$ cat config.mk
export PLATFORM = sky130hd
export DESIGN_NAME = vga_rect_writer
export DESIGN_NICKNAME = d
export VERILOG_FILES = /design/src/rtl/vga_rect_writer.sv
export SDC_FILE = /design/constraint.sdc
export NUM_CORES = 1
export LEC_CHECK = 0
export BUFFER_PORTS_ARGS = -buffer_cell sky130_fd_sc_hd__buf_2
export CORE_MARGIN = 5
export CORE_UTILIZATION = 37
export CTS_BUF_LIST = sky130_fd_sc_hd__clkbuf_4 sky130_fd_sc_hd__clkbuf_8 sky130_fd_sc_hd__clkbuf_16
export DETAILED_ROUTE_END_ITERATION = 7
export SLEW_MARGIN = 20
export SYNTH_ARGS = -nofsm -noshare
export SYNTH_HDL_FRONTEND = slang
export SYNTH_SLANG_ARGS = --single-unit
$ cat constraint.sdc
create_clock -name CLK -period 4.08 [get_ports CLK]
set_input_delay 0.408 -clock CLK [delete_from_list [all_inputs] [get_ports CLK]]
set_output_delay 0.408 -clock CLK [all_outputs]
set_load 0.05 [all_outputs]
$ cat src/rtl/vga_rect_writer.sv
// Bus initiator that fills a clamped rectangle of the 160x120 frame buffer with one pixel value.
// Optional macro VGA_RECT_SKIPX_EN: column-major traversal, X written only when the held column changes.
module vga_rect_writer #(
    parameter int          HOR_RES     = 160,
    parameter int          VERT_RES    = 120,
    parameter logic [7:0]  X_ADDR_CODE = 8'hB1,
    parameter logic [7:0]  Y_ADDR_CODE = 8'hB0,
    parameter logic [7:0]  IDLE_ADDR   = 8'hFF
) (
    input  logic       CLK,
    input  logic       RESET,
    input  logic       START,
    input  logic [7:0] X0,
    input  logic [7:0] X1,
    input  logic [6:0] Y0,
    input  logic [6:0] Y1,
    input  logic       PIXEL,
    input  logic       BUS_GNT,
    output logic       BUS_REQ,
    output logic [7:0] BUS_ADDR,
    output logic [7:0] BUS_DATA_OUT,
    output logic       BUS_DATA_OE,
    output logic       BUSY,
    output logic       DONE
);

    localparam logic [7:0] X_MAX = 8'(HOR_RES - 1);
    localparam logic [6:0] Y_MAX = 7'(VERT_RES - 1);

    typedef enum logic [2:0] {
        ST_IDLE  = 3'd0,
        ST_REQ   = 3'd1,
        ST_SET_X = 3'd2,
        ST_SET_Y = 3'd3,
        ST_FIN   = 3'd4
    } state_t;

    function automatic logic [7:0] clamp_x(input logic [7:0] v);
        clamp_x = (v > X_MAX) ? X_MAX : v;
    endfunction

    function automatic logic [6:0] clamp_y(input logic [6:0] v);
        clamp_y = (v > Y_MAX) ? Y_MAX : v;
    endfunction

    state_t     state_r;
    logic [7:0] x_r, xl_r, xh_r;
    logic [6:0] y_r, yl_r, yh_r;
    logic       pix_r;

    logic [7:0] xl_s, xh_s, x_next_s;
    logic [6:0] yl_s, yh_s, y_next_s;
    logic       last_s;
`ifdef VGA_RECT_SKIPX_EN
    logic       new_col_s;
`endif

    // Ordered and clamped corners, ready to latch on START
    always_comb begin
        xl_s = clamp_x((X0 < X1) ? X0 : X1);
        xh_s = clamp_x((X0 < X1) ? X1 : X0);
        yl_s = clamp_y((Y0 < Y1) ? Y0 : Y1);
        yh_s = clamp_y((Y0 < Y1) ? Y1 : Y0);
    end

    // Next pixel position; compares are against latched bounds so counters never wrap
    always_comb begin
        x_next_s = x_r;
        y_next_s = y_r;
        last_s   = (x_r == xh_r) && (y_r == yh_r);
`ifdef VGA_RECT_SKIPX_EN
        new_col_s = 1'b0;
        if (y_r == yh_r) begin
            y_next_s  = yl_r;
            x_next_s  = x_r + 8'd1;
            new_col_s = 1'b1;
        end else begin
            y_next_s  = y_r + 7'd1;
        end
`else
        if (x_r == xh_r) begin
            x_next_s = xl_r;
            y_next_s = y_r + 7'd1;
        end else begin
            x_next_s = x_r + 8'd1;
        end
`endif
    end

    // Sequencer; outputs are registered alongside the state they belong to
    always_ff @(posedge CLK) begin
        if (!RESET) begin
            state_r      <= ST_IDLE;
            BUS_REQ      <= 1'b0;
            BUS_ADDR     <= IDLE_ADDR;
            BUS_DATA_OUT <= 8'd0;
            BUS_DATA_OE  <= 1'b0;
            BUSY         <= 1'b0;
            DONE         <= 1'b0;
            x_r          <= 8'd0;
            xl_r         <= 8'd0;
            xh_r         <= 8'd0;
            y_r          <= 7'd0;
            yl_r         <= 7'd0;
            yh_r         <= 7'd0;
            pix_r        <= 1'b0;
        end else begin
            case (state_r)
                ST_IDLE: begin
                    DONE <= 1'b0;
                    if (START) begin
                        xl_r    <= xl_s;
                        xh_r    <= xh_s;
                        yl_r    <= yl_s;
                        yh_r    <= yh_s;
                        x_r     <= xl_s;
                        y_r     <= yl_s;
                        pix_r   <= PIXEL;
                        BUSY    <= 1'b1;
                        BUS_REQ <= 1'b1;
                        state_r <= ST_REQ;
                    end else begin
                        state_r <= ST_IDLE;
                    end
                end
                ST_REQ: begin
                    if (BUS_GNT) begin
                        BUS_ADDR     <= X_ADDR_CODE;
                        BUS_DATA_OUT <= x_r;
                        BUS_DATA_OE  <= 1'b1;
                        state_r      <= ST_SET_X;
                    end else begin
                        state_r      <= ST_REQ;
                    end
                end
                ST_SET_X: begin
                    BUS_ADDR     <= Y_ADDR_CODE;
                    BUS_DATA_OUT <= {y_r, pix_r};
                    BUS_DATA_OE  <= 1'b1;
                    state_r      <= ST_SET_Y;
                end
                ST_SET_Y: begin
                    if (last_s) begin
                        BUS_REQ      <= 1'b0;
                        BUS_ADDR     <= IDLE_ADDR;
                        BUS_DATA_OUT <= 8'd0;
                        BUS_DATA_OE  <= 1'b0;
                        BUSY         <= 1'b0;
                        DONE         <= 1'b1;
                        state_r      <= ST_FIN;
                    end else begin
                        x_r <= x_next_s;
                        y_r <= y_next_s;
                        if (!BUS_GNT) begin
                            BUS_ADDR     <= IDLE_ADDR;
                            BUS_DATA_OUT <= 8'd0;
                            BUS_DATA_OE  <= 1'b0;
                            state_r      <= ST_REQ;
`ifdef VGA_RECT_SKIPX_EN
                        end else if (!new_col_s) begin
                            // Peripheral still holds X: go straight to the next Y write
                            BUS_ADDR     <= Y_ADDR_CODE;
                            BUS_DATA_OUT <= {y_next_s, pix_r};
                            BUS_DATA_OE  <= 1'b1;
                            state_r      <= ST_SET_Y;
`endif
                        end else begin
                            BUS_ADDR     <= X_ADDR_CODE;
                            BUS_DATA_OUT <= x_next_s;
                            BUS_DATA_OE  <= 1'b1;
                            state_r      <= ST_SET_X;
                        end
                    end
                end
                ST_FIN: begin
                    DONE    <= 1'b0;
                    state_r <= ST_IDLE;
                end
                default: begin
                    BUS_REQ      <= 1'b0;
                    BUS_ADDR     <= IDLE_ADDR;
                    BUS_DATA_OUT <= 8'd0;
                    BUS_DATA_OE  <= 1'b0;
                    BUSY         <= 1'b0;
                    DONE         <= 1'b0;
                    state_r      <= ST_IDLE;
                end
            endcase
        end
    end

endmodule
==> flow_summary.ini <==
[outcome]
status = finished clean

[critical_path]
cp-startpoint = X1[2]
cp-end-kind = register
cp.depth = 9
cpMaxStageDelayCell = o211ai_1
critPathMaxStageDelay_ns = 0.76
worst-setup-path-type = primary input to register
crit_fanout = 17
arrival_ns = 3.05
cp_top_family = compound AO/OA/AOI/OAI gates
timing.rr.end = BUS_DATA_OUT[6]
required_ns = 4.27
r2r-start = x_r[2]
path_buf_inv = 2
cp_cell_sequence = buf_2 > inv_1 > ha_1 > nor3_1 > nor2_1 > o211ai_1 > and2_1 > mux2i_1 > a31oi_1
r2r_setup_slack_ns = 1.49
r2r_cells = 6
startpoint_type = primary input

[sta]
fmax_mhz = 349
layout_worst_path_cycle_share = 0.701
rsz0062_at_grt = false
finalSetupViolCount = 0
fin_ws_ns = 1.22
finalSetupTns_ns = 0
finalMaxSlewViolations = 0
worst_clock_skew_ns = 0.00386
whs_ns = 0.344
fin_crit_ns = 2.86
hold_viol = 0
worstMarginPinSlew_ns = 1.04
slew_headroom = 0.304

[finish]
register_area_um2 = 1100
layout-drive-gt1-share = 0.158
diodes = 0
final_area_um2 = 4130
layout.cells.non_filler = 632
layout.nets = 548
syn_to_final_growth_pct = 10.5
fill_cells = 1062
fin_util = 0.420
multi_input_comb_area_um2 = 2370

[clocking]
clockRootBuffer = clkbuf_8
cts_max_level = 2
cts_buffers = 5
post_cts_resized = 0
cts_tree = yes
clk_pin_slew_ns = 0.10
post_cts.repair.setup_buffers = 0
clock_path_buffers = 2
holdBufCountCts = 0
cts_sinks = 55
insertion_delay_ns = 0.31

[placed_design]
portBuffers = 51
placedCellCount = 624
dpl_cell_area_um2 = 4010
gp_congestion = 0.866
dp_hpwl_um = 7620
dp_slack_ns = 0.913

[power_and_ir_drop]
p_sw_mw = 0.622
seqPwrFrac = 0.419
p_leak_nw = 1.67
internal-power_mw = 1.00
swShare = 0.383
powerDensity_nw_per_um2 = 394
power_frac_comb = 0.346
power.total_mw = 1.63
clkPwrFrac = 0.236
irDropWorstVdd_uv = 179

[synthesis]
synthDistinctLibCells = 57
yosysTopAreaCellShare = 0.295
ys_seq_area_frac = 0.295
synth_area_leaders = dfxtp_1 (29%), ha_1 (5.0%), a21oi_1 (4.8%), o21ai_0 (4.7%), mux2i_1 (4.3%)
synth_edf_count = 0
netlist_area_um2 = 3730
yosys_warnings = 0
synth_cells = 472
yosysTopAreaCell = dfxtp_1
ys_seq_elements = 55
synth.avg_cell_area_um2 = 7.91
async_flop_share = 0
synthFlopType = dfxtp_1

[die]
die_y_um = 110
die_w_um = 110
initial_core_util = 0.380
row_count = 36
core_area_um2 = 9820
io_pins = 55
dieArea_um2 = 12200

[grt]
grt_start_max_net_pins = 29
use_met2 = 0.283
grtUsageMet3 = 0.0268
grt_most_used_layer = met2
grt_pass1_wl_um = 17000
gr-total-overflow = 0
track_usage = 0.163
met1_usage = 0.215
grt_pass1_vias = 3405
antenna_found_initial = 0

[flow_run]
max_cap_violations = 0

[drt]
avgViaCountPerCell = 5.66
num_vias = 3575
drc = 0
ant_nets = 0
drt-initial-drc-count = 315
drtPass1Iterations = 5
routed_wl_um = 10200
wl_per_cell_um = 16.2

[min_path]
hold_depth = 3
hold_path_class = primary input to register
min_from = PIXEL
hold_end = pix_r
[cells in the final DEF, fill, tap and decap left out, drive strengths merged, types with 15 or more instances in the layout]
cell type,instances
buf,57
dfxtp,55
nor2,42
a21oi,36
o21ai,35
nand2,31
xnor2,20
inv,19
nand3,19
a31oi,18
mux2i,16
ha,15
[state kept, by name, summed over array words and instances (netlist names)]
name / flops
BUSY: 1
BUS_DATA_OUT: 8
BUS_ADDR: 2
state_r: 3
DONE: 1
xh_r: 8
xl_r: 8
y_r: 7
BUS_DATA_OE: 1
x_r: 8
yh_r: 7
pix_r: 1
[power groups by stage]
stage          combinational [mW]  clock [mW]  sequential, mW
3_3_place_gp                0.554           0           0.690
3_5_place_dp                0.559           0           0.692
2_1_floorplan               0.435           0           0.681
4_1_cts                     0.561       0.389           0.679
5_1_grt                     0.618       0.409           0.691
6_report                    0.562       0.383           0.680
[per-layer routing]
metal  up-vias  part of all wire  wire [um]
li1       1777                 -          -
met1      1673              0.46       4700
met5         -                 0          0
met3        10             0.058        592
met4         0             0.010        103
met2       115              0.47       4840
[how the worst max path moves through the flow]
stage | endpoint | slack [ns]
2_1_floorplan | xh_r[0] | 1.94
3_3_place_gp | xh_r[1] | 0.97
4_1_cts | xh_r[3] | 1.25
5_1_grt | xh_r[1] | 0.96
3_5_place_dp | xh_r[3] | 0.91
6_report | xh_r[4] | 1.22
[synthesized netlist by cell type (10+ instances only)]
master and number:
a211oi_1 12, clkbuf_1 24, nor2_1 42, a31oi_1 18, xnor2_1 18, nand3_1 19, mux2i_1 16, dfxtp_1 55
o21ai_0 35, inv_1 19, nand2_1 31, ha_1 15, a21oi_1 36, a22oi_1 10
[final cells by class]
| cell class | count | area share |
|---|---|---|
| Multi-Input combinational cell | 360 | 0.574 |
| Sequential cell | 55 | 0.267 |
| Timing Repair Buffer | 57 | 0.0728 |
| Tap cell | 133 | 0.0403 |
| Clock buffer | 6 | 0.0200 |
| Inverter | 19 | 0.0173 |
| Clock inverter | 2 | 0.00849 |
[worst register-to-register path: stages, from the launching register on]
cell,delay [ns]
dfxtp_1,0.59
xnor2_1,0.19
nand4_2,0.21
or2_1,0.58
nor2_1,0.51
a22oi_1,0.22
o221ai_1,0.22
[cell families after synthesis]
| logic type | after synthesis | share of synthesized area |
|---|---|---|
| compound gates | 160 | 0.280 |
| simple gates | 143 | 0.195 |
| buf+inv | 59 | 0.0761 |
| flops | 55 | 0.295 |
| xor+xnor | 21 | 0.0533 |
| mux | 18 | 0.0489 |
| fa+ha+maj | 15 | 0.0503 |
| other cells | 1 | 0.00100 |
Power figures use the tool's default switching activity.
